**src/rtl/lookup3_mix_stage_if.sv**
```systemverilog
// lookup3 feeder bus: descriptor, byte stream and tail/state result.
// master drives descriptors and bytes, slave is the feeder stage.
interface lookup3_mix_stage_if #(
   parameter int MAX_LEN_W = 32
);
   logic                 start_valid;
   logic                 start_ready;
   logic [MAX_LEN_W-1:0] start_len;
   logic [31:0]          start_initval;

   logic                 in_valid;
   logic                 in_ready;
   logic [7:0]           in_data;

   logic                 out_valid;
   logic                 out_ready;
   logic [31:0]          out_a;
   logic [31:0]          out_b;
   logic [31:0]          out_c;
   logic [31:0]          out_k0;
   logic [31:0]          out_k1;
   logic [31:0]          out_k2;
   logic [3:0]           out_len;

   modport master (
      output start_valid,
      output start_len,
      output start_initval,
      input  start_ready,
      output in_valid,
      output in_data,
      input  in_ready,
      input  out_valid,
      output out_ready,
      input  out_a,
      input  out_b,
      input  out_c,
      input  out_k0,
      input  out_k1,
      input  out_k2,
      input  out_len
   );

   modport slave (
      input  start_valid,
      input  start_len,
      input  start_initval,
      output start_ready,
      input  in_valid,
      input  in_data,
      output in_ready,
      output out_valid,
      input  out_ready,
      output out_a,
      output out_b,
      output out_c,
      output out_k0,
      output out_k1,
      output out_k2,
      output out_len
   );
endinterface

```
**src/rtl/lookup3_mix_stage.sv**
```systemverilog
// lookup3 feeder: packs key bytes into 12-byte blocks, mixes all but the last.
// LOOKUP3_MIX_ONECYCLE_EN collapses the six-cycle mix into one cycle.
module lookup3_mix_stage #(
   parameter int          MAX_LEN_W  = 32,
   parameter logic [31:0] INIT_CONST = 32'hDEADBEEF
) (
   input logic                clk,
   input logic                res,
   lookup3_mix_stage_if.slave bus
);

   localparam logic [1:0] S_IDLE = 2'd0;
   localparam logic [1:0] S_LOAD = 2'd1;
   localparam logic [1:0] S_MIX  = 2'd2;
   localparam logic [1:0] S_OUT  = 2'd3;

   typedef struct packed {
      logic [31:0] a;
      logic [31:0] b;
      logic [31:0] c;
   } abc_t;

   logic [1:0]           state;
   logic [31:0]          a;
   logic [31:0]          b;
   logic [31:0]          c;
   logic [31:0]          k0;
   logic [31:0]          k1;
   logic [31:0]          k2;
   logic [MAX_LEN_W-1:0] rem;
   logic [3:0]           idx;
   logic [3:0]           out_len;

   function automatic logic [31:0] rot(
      input logic [31:0] x,
      input int          n
   );
      return (x << n) | (x >> (32 - n));
   endfunction

   function automatic abc_t mix_step(
      input logic [2:0] s,
      input abc_t       v
   );
      abc_t r;
      r = v;
      unique case (s)
         3'd0: begin
            r.a = (v.a - v.c) ^ rot(v.c, 4);
            r.c = v.c + v.b;
         end
         3'd1: begin
            r.b = (v.b - v.a) ^ rot(v.a, 6);
            r.a = v.a + v.c;
         end
         3'd2: begin
            r.c = (v.c - v.b) ^ rot(v.b, 8);
            r.b = v.b + v.a;
         end
         3'd3: begin
            r.a = (v.a - v.c) ^ rot(v.c, 16);
            r.c = v.c + v.b;
         end
         3'd4: begin
            r.b = (v.b - v.a) ^ rot(v.a, 19);
            r.a = v.a + v.c;
         end
         3'd5: begin
            r.c = (v.c - v.b) ^ rot(v.b, 4);
            r.b = v.b + v.a;
         end
         default: r = v;
      endcase
      return r;
   endfunction

   abc_t cur;
   abc_t mixed;

   assign cur = {a, b, c};

`ifdef LOOKUP3_MIX_ONECYCLE_EN
   always_comb begin
      abc_t t;
      t = cur;
      for (int i = 0; i < 6; i++) begin
         t = mix_step(3'(i), t);
      end
      mixed = t;
   end
`else
   logic [2:0] step;

   assign mixed = mix_step(step, cur);
`endif

   // Tail bytes are zero, so OR-ing the shifted lane is a byte write.
   logic [31:0]          lane;
   logic [31:0]          k0_n;
   logic [31:0]          k1_n;
   logic [31:0]          k2_n;
   logic [3:0]           idx_n;
   logic [MAX_LEN_W-1:0] rem_n;
   logic [31:0]          seed;

   assign lane  = 32'(bus.in_data) << {idx[1:0], 3'b000};
   assign k0_n  = k0 | ((idx[3:2] == 2'd0) ? lane : 32'd0);
   assign k1_n  = k1 | ((idx[3:2] == 2'd1) ? lane : 32'd0);
   assign k2_n  = k2 | ((idx[3:2] == 2'd2) ? lane : 32'd0);
   assign idx_n = idx + 4'd1;
   assign rem_n = rem - 1'b1;
   assign seed  = INIT_CONST
                + 32'(bus.start_len)
                + bus.start_initval;

   always_ff @(posedge clk or negedge res) begin
      if (!res) begin
         state   <= S_IDLE;
         a       <= '0;
         b       <= '0;
         c       <= '0;
         k0      <= '0;
         k1      <= '0;
         k2      <= '0;
         rem     <= '0;
         idx     <= '0;
         out_len <= '0;
`ifndef LOOKUP3_MIX_ONECYCLE_EN
         step    <= '0;
`endif
      end else begin
         case (state)
            S_IDLE: begin
               if (bus.start_valid) begin
                  a   <= seed;
                  b   <= seed;
                  c   <= seed;
                  rem <= bus.start_len;
                  idx <= '0;
                  k0  <= '0;
                  k1  <= '0;
                  k2  <= '0;
                  if (bus.start_len == '0) begin
                     out_len <= '0;
                     state   <= S_OUT;
                  end else begin
                     state   <= S_LOAD;
                  end
               end
            end
            S_LOAD: begin
               if (bus.in_valid) begin
                  k0  <= k0_n;
                  k1  <= k1_n;
                  k2  <= k2_n;
                  idx <= idx_n;
                  rem <= rem_n;
                  if (rem_n == '0) begin
                     out_len <= idx_n;
                     state   <= S_OUT;
                  end else if (idx_n == 4'd12) begin
                     a     <= a + k0_n;
                     b     <= b + k1_n;
                     c     <= c + k2_n;
                     k0    <= '0;
                     k1    <= '0;
                     k2    <= '0;
                     idx   <= '0;
                     state <= S_MIX;
                  end
               end
            end
            S_MIX: begin
               a <= mixed.a;
               b <= mixed.b;
               c <= mixed.c;
`ifdef LOOKUP3_MIX_ONECYCLE_EN
               state <= S_LOAD;
`else
               if (step == 3'd5) begin
                  step  <= '0;
                  state <= S_LOAD;
               end else begin
                  step  <= step + 3'd1;
               end
`endif
            end
            S_OUT: begin
               if (bus.out_ready) begin
                  state <= S_IDLE;
               end
            end
            default: state <= S_IDLE;
         endcase
      end
   end

   assign bus.start_ready = (state == S_IDLE);
   assign bus.in_ready    = (state == S_LOAD);
   assign bus.out_valid   = (state == S_OUT);
   assign bus.out_a       = a;
   assign bus.out_b       = b;
   assign bus.out_c       = c;
   assign bus.out_k0      = k0;
   assign bus.out_k1      = k1;
   assign bus.out_k2      = k2;
   assign bus.out_len     = out_len;

endmodule
```
**src/flat_wrapper.sv**
```systemverilog
// flat-port wrapper written by rule: the top's interface ports become plain ports
module lookup3_mix_stage_flat 
#(
   parameter int          MAX_LEN_W  = 32,
   parameter logic [31:0] INIT_CONST = 32'hDEADBEEF
)
  (clk, res, bus_start_valid, bus_start_len, bus_start_initval, bus_start_ready, bus_in_valid, bus_in_data, bus_in_ready, bus_out_valid, bus_out_ready, bus_out_a, bus_out_b, bus_out_c, bus_out_k0, bus_out_k1, bus_out_k2, bus_out_len);
  lookup3_mix_stage_if #(.MAX_LEN_W(MAX_LEN_W)) bus_i ();
  input logic clk;
  input logic res;
  input wire logic [$bits(bus_i.start_valid)-1:0] bus_start_valid;
  input wire logic [$bits(bus_i.start_len)-1:0] bus_start_len;
  input wire logic [$bits(bus_i.start_initval)-1:0] bus_start_initval;
  output wire logic [$bits(bus_i.start_ready)-1:0] bus_start_ready;
  input wire logic [$bits(bus_i.in_valid)-1:0] bus_in_valid;
  input wire logic [$bits(bus_i.in_data)-1:0] bus_in_data;
  output wire logic [$bits(bus_i.in_ready)-1:0] bus_in_ready;
  output wire logic [$bits(bus_i.out_valid)-1:0] bus_out_valid;
  input wire logic [$bits(bus_i.out_ready)-1:0] bus_out_ready;
  output wire logic [$bits(bus_i.out_a)-1:0] bus_out_a;
  output wire logic [$bits(bus_i.out_b)-1:0] bus_out_b;
  output wire logic [$bits(bus_i.out_c)-1:0] bus_out_c;
  output wire logic [$bits(bus_i.out_k0)-1:0] bus_out_k0;
  output wire logic [$bits(bus_i.out_k1)-1:0] bus_out_k1;
  output wire logic [$bits(bus_i.out_k2)-1:0] bus_out_k2;
  output wire logic [$bits(bus_i.out_len)-1:0] bus_out_len;
  assign bus_i.start_valid = bus_start_valid;
  assign bus_i.start_len = bus_start_len;
  assign bus_i.start_initval = bus_start_initval;
  assign bus_start_ready = bus_i.start_ready;
  assign bus_i.in_valid = bus_in_valid;
  assign bus_i.in_data = bus_in_data;
  assign bus_in_ready = bus_i.in_ready;
  assign bus_out_valid = bus_i.out_valid;
  assign bus_i.out_ready = bus_out_ready;
  assign bus_out_a = bus_i.out_a;
  assign bus_out_b = bus_i.out_b;
  assign bus_out_c = bus_i.out_c;
  assign bus_out_k0 = bus_i.out_k0;
  assign bus_out_k1 = bus_i.out_k1;
  assign bus_out_k2 = bus_i.out_k2;
  assign bus_out_len = bus_i.out_len;
  lookup3_mix_stage #(.MAX_LEN_W(MAX_LEN_W), .INIT_CONST(INIT_CONST)) u_core (.clk(clk), .res(res), .bus(bus_i));
endmodule
```
**config.mk**
```make
export PLATFORM = sky130hd
export DESIGN_NAME = lookup3_mix_stage_flat
export DESIGN_NICKNAME = d
export VERILOG_FILES = /design/src/rtl/lookup3_mix_stage_if.sv /design/src/rtl/lookup3_mix_stage.sv /design/src/flat_wrapper.sv
export SDC_FILE = /design/constraint.sdc
export NUM_CORES = 2
export LEC_CHECK = 0
export ABC_AREA = 1
export BUFFER_PORTS_ARGS = -buffer_cell sky130_fd_sc_hd__buf_2
export CORE_ASPECT_RATIO = 1.5
export CORE_MARGIN = 4
export CORE_UTILIZATION = 50
export DETAILED_ROUTE_END_ITERATION = 8
export PLACE_DENSITY = 0.71
export RECOVER_POWER = 25
export SKIP_CTS_REPAIR_TIMING = 1
export SLEW_MARGIN = 20
export SYNTH_ARGS = -nofsm -noshare
export SYNTH_HDL_FRONTEND = slang
export SYNTH_SLANG_ARGS = --single-unit
```
**constraint.sdc**
```tcl
create_clock -name clk -period 3.4 [get_ports clk]
set_clock_uncertainty 0.05 [all_clocks]
set_input_delay 0.68 -clock clk [delete_from_list [all_inputs] [get_ports clk]]
set_output_delay 0.68 -clock clk [all_outputs]
set_load 0.02 [all_outputs]
```
==> reports/metrics.cfg, run 1 <==
[grt]
track_usage = 0.659
grt_remaining_overflow = 4
grt_max_degree = 110

[status]
status = stopped before the end
stop_stage = global routing
error_line = [ERROR GRT-0232] Routing congestion too high. Check the congestion heatmap in the GUI.

[yosys]
synthArstFlopShare = 1.00
synth_area_um2 = 37000
synth_area_leaders = nand2_1 20%, dfrtp_1 16%, ha_1 12%
synth_edf_count = 0
synth_most_common_cell = nand2_1
synth_top_cells_by_count = 1968 x nand2_1, 867 x inv_1, 619 x nand3_1, 593 x nor2_1, 518 x o21ai_0
ys_dominant_reg_cell = dfrtp_1
synth_top_cell_area_share = 0.199
avgSynthCellArea_um2 = 5.71
synth_nets = 6926
seq_area_frac_synth = 0.160
yosys_warnings = 0
yosysTopAreaCell = nand2_1
synth.distinct_cells = 50
syn_inst = 6491
ys_ff_latch = 237

[placement]
gp_congestion = 1.23
place_ws_ns = -0.383
portBuffers = 275
hpwl_um = 194000

[clocking]
cts_buffers = 25
cts_max_level = 1
clockBufferDepth = 3
cts_root_buffer = clkbuf_16
cts_sinks = 237

[sta]
worstEpCategory = sequential cell input
postGrtWorstEndpoint = u_core.bus.out_b[29]$_DFFE_PN0P_/D

[floorplan]
ios = 276
die_y_um = 341
start_util = 0.503
std_cell_rows = 122
chipWidth_um = 230

[routing by layer]
metal / track usage / GRT overflow
met5: 0.109 / 0
met3: 0.403 / 0
met4: 0.727 / 1
met2: 0.890 / 3
met1: 0.643 / 0
[cells by family after synthesis]
logic type | Yosys count | synth area share
AO/OA/AOI/OAI | 1228 | 0.182
XOR/XNOR | 144 | 0.0343
adder cells (fa/ha/maj) | 358 | 0.123
buffers and inverters | 1058 | 0.109
flip-flops | 237 | 0.160
AND/OR/NAND/NOR | 3466 | 0.391
[stage by stage]
stage	utilization	area [µm²]	setup TNS (ns)	instances	hold WS, ns
after floorplan	-	37000	0	6491	0.334
after global placement	0.639	47000	-6.86	8601	0.427
after detailed placement	0.639	47000	-11.35	8601	0.437
after CTS	0.651	47900	-4.68	8647	0.0186
==> inputs of run 2 (changes only) <==
--- a/config.mk
+++ b/config.mk
@@ -7,11 +7,10 @@
 export LEC_CHECK = 0
 export ABC_AREA = 1
 export BUFFER_PORTS_ARGS = -buffer_cell sky130_fd_sc_hd__buf_2
-export CORE_ASPECT_RATIO = 1.5
 export CORE_MARGIN = 4
-export CORE_UTILIZATION = 50
+export CORE_UTILIZATION = 35
 export DETAILED_ROUTE_END_ITERATION = 8
-export PLACE_DENSITY = 0.71
+export PLACE_DENSITY_LB_ADDON = 0.15
 export RECOVER_POWER = 25
 export SKIP_CTS_REPAIR_TIMING = 1
 export SLEW_MARGIN = 20
==> constraint.sdc (replaced) <==
create_clock -name clk -period 4.42 [get_ports clk]
set_clock_uncertainty 0.05 [all_clocks]
set_input_delay 0.884 -clock clk [delete_from_list [all_inputs] [get_ports clk]]
set_output_delay 0.884 -clock clk [all_outputs]
set_load 0.02 [all_outputs]
==> reports/metrics.cfg, run 2 <==
[placement]
hpwl_um = 201000  ; was 194000 µm
place_inst = 8227  ; was 8601
place_ws_ns = 0.0251  ; was -0.383 ns
portBuffers = 275  ; unchanged
placed_area_um2 = 41400  ; was 47000 µm²
gp_congestion = 1.16  ; was 1.23

[finish]
nets = 7308
drive_gt1_frac = 0.0944
layout_commonest_cell = nand2_1
mostFrequentLayoutCells = 1967 x nand2_1, 865 x inv_1, 618 x nand3_1, 592 x nor2_1, 516 x o21ai_0
syn2layout_area_growth_pct = 14.9
final_area_um2 = 42500
layoutNonFillerInstCount = 8296
final_util = 0.405

[run]
cap_violations = 1

[yosys]
seq_area_frac_synth = 0.160  ; unchanged
synth_edf_count = 0  ; unchanged
synth_top_cell_area_share = 0.199  ; unchanged
synth_area_um2 = 37000  ; unchanged
synth_top_family_by_area = simple AND/OR/NAND/NOR gates  ; unchanged
synth_area_leaders = nand2_1 20%, dfrtp_1 16%, ha_1 12%  ; unchanged
synth_top_cells_by_count = 1968 x nand2_1, 867 x inv_1, 619 x nand3_1, 593 x nor2_1, 518 x o21ai_0  ; unchanged
ys_dominant_reg_cell = dfrtp_1  ; unchanged
yosysTopAreaCell = nand2_1  ; unchanged
synth.distinct_cells = 50  ; unchanged
synth_xor_area_frac = 0.0343  ; unchanged
ys_ff_latch = 237  ; unchanged
synth_most_common_cell = nand2_1  ; unchanged
synth_nets = 6926  ; unchanged
synthMuxAreaShare = 0  ; unchanged
yosys_warnings = 0  ; unchanged
avgSynthCellArea_um2 = 5.71  ; unchanged
synthSimpleGateAreaFrac = 0.391  ; unchanged
synth-compound-area-share = 0.182  ; unchanged
synthAdderAreaFrac = 0.123  ; unchanged
synthArstFlopShare = 1.00  ; unchanged
syn_inst = 6491  ; unchanged

[status]
status = finished with violations  ; was stopped before the end
violations = capacitance limit, slew limit

[critical_path]
start_kind = flip-flop
cp.arrival_ns = 4.60
reg2reg_from = u_core.idx[3]
cp-end-kind = flip-flop
crit_type = flip-flop to flip-flop
required_ns = 4.77
cp_max_fo = 10
regToRegSetupSlack_ns = 0.17
r2r_end = u_core.bus.out_a[10]
r2r_cells = 18

[routing]
met3WireLength_um = 28500
drtIter0Drc = 6300
top_layer = met5
met1_length_um = 94100
drc_errors = 0
wl_um = 241000
vias = 48500
viasPerCell = 5.85
wl_per_cell_um = 29.0
met2_length_um = 99600
ant_nets = 0
drt_pass1_iterations = 8

[worst_hold_path]
whs_endpoint = u_core.bus.out_len[0]
min_from = u_core.bus.out_len[0]
hold_class = flip-flop to flip-flop
hold_depth = 2

[clocking]
clock_latency_ns = 0.57
cts_sinks = 237  ; unchanged
cts_tree = yes
cts_root_buffer = clkbuf_16  ; unchanged
clockBufferDepth = 3  ; unchanged
cts_buffers = 34  ; was 25
clkTransAtPathRegs_ns = 0.06
cts_max_level = 2  ; was 1

[sta]
finalMaxSlewViolations = 111
timing.fmax_mhz = 235
worst_pin_slew_ns = 3.18
setup_slack_ns = 0.170
timing_hold_violations_final = 0
min_period_ns = 4.25
setup_violations = 0
holdWs_ns = 0.417
max-slew-margin-rel = -1.12
rsz0062_at_grt = no
setup_tns_ns = 0
fin_crit_sh = 0.962

[floorplan]
core_area_um2 = 105000
die_y_um = 333  ; was 341 µm
chipWidth_um = 333  ; was 230 µm
dieArea_um2 = 111000
start_util = 0.352  ; was 0.503
ios = 276  ; unchanged
std_cell_rows = 119  ; was 122

[grt]
antenna_found_initial = 20
track_usage = 0.410
grt_max_degree = 154
grt_pass1_wl_um = 329000
grt_remaining_overflow = 0
first_global_vias = 43900

[pwr]
peakVddDrop_v = 0.000633
p_leak_nw = 23.1
p_total_mw = 42.1
cellPowerDensity_nw_per_um2 = 989

run 2: cell counts after synthesis:
No cell type changed its count.
run 2: worst max path at each step:
stage,startpoint,cells after the start,to
floorplan,bus_start_initval[1],18,u_core.bus.out_c[25]
global placement,bus_start_len[1],17,u_core.bus.out_c[13]
detailed placement,bus_in_data[1],22,u_core.bus.out_c[27]
CTS,u_core.idx[2],18,u_core.bus.out_a[10]
global route,u_core.idx[3],18,u_core.bus.out_a[10]
finish,u_core.idx[3],18,u_core.bus.out_a[10]
run 2: cells by family (layout without fill, tap and decap cells):
logic type,count (synthesis),in the layout
AND/OR/NAND/NOR,3466,3466
AO/OA/AOI/OAI,1228,1228
buffers and inverters,1058,1466
adder cells (fa/ha/maj),358,358
flip-flops,237,237
XOR/XNOR,144,144
other,0,6
run 2: area by class of cell:
class | instances | area [µm²]
Multi-Input combinational cell | 5196 | 27100
Antenna cell | 6 | 15.0
Inverter | 874 | 3290
Clock inverter | 17 | 195
Sequential cell | 237 | 5930
Fill cell | 11900 | 62600
Timing Repair Buffer | 529 | 3330
Timing Repair inverter | 1 | 5.00
Tap cell | 1391 | 1740
Clock buffer | 45 | 932
run 2: per-layer routing:
metal  track usage  up-vias
met5             0        -
met4         0.246       14
met3        0.0986      624
met2         0.616     3146
met1         0.534    22800
li1              -    22000
run 2: where the power goes:
part	total (mW)	leakage, nW	internal [mW]	switching, mW
Sequential	4.33	3.10	2.84	1.49
Clock	2.88	0.551	1.68	1.20
Combinational	34.9	19.4	9.39	25.5
Total	42.1	23.1	13.9	28.2
run 2: critical path, cell delays in order (launching register included):
cell and delay, ns:
dfrtp_1 0.41, nor2_2 0.34, clkinvlp_4 0.35, o21bai_1 0.21, buf_4 0.18, ha_1 0.18
inv_1 0.06, fa_1 0.43, o21ai_0 0.18, buf_4 0.16, a21boi_0 0.08, buf_4 0.17
o21bai_1 0.37, buf_4 0.20, a21oi_1 0.05, o21ai_0 0.28, nand2_1 0.10, a21boi_0 0.16
o21ai_0 0.11
(Power assumes the default switching activity.)
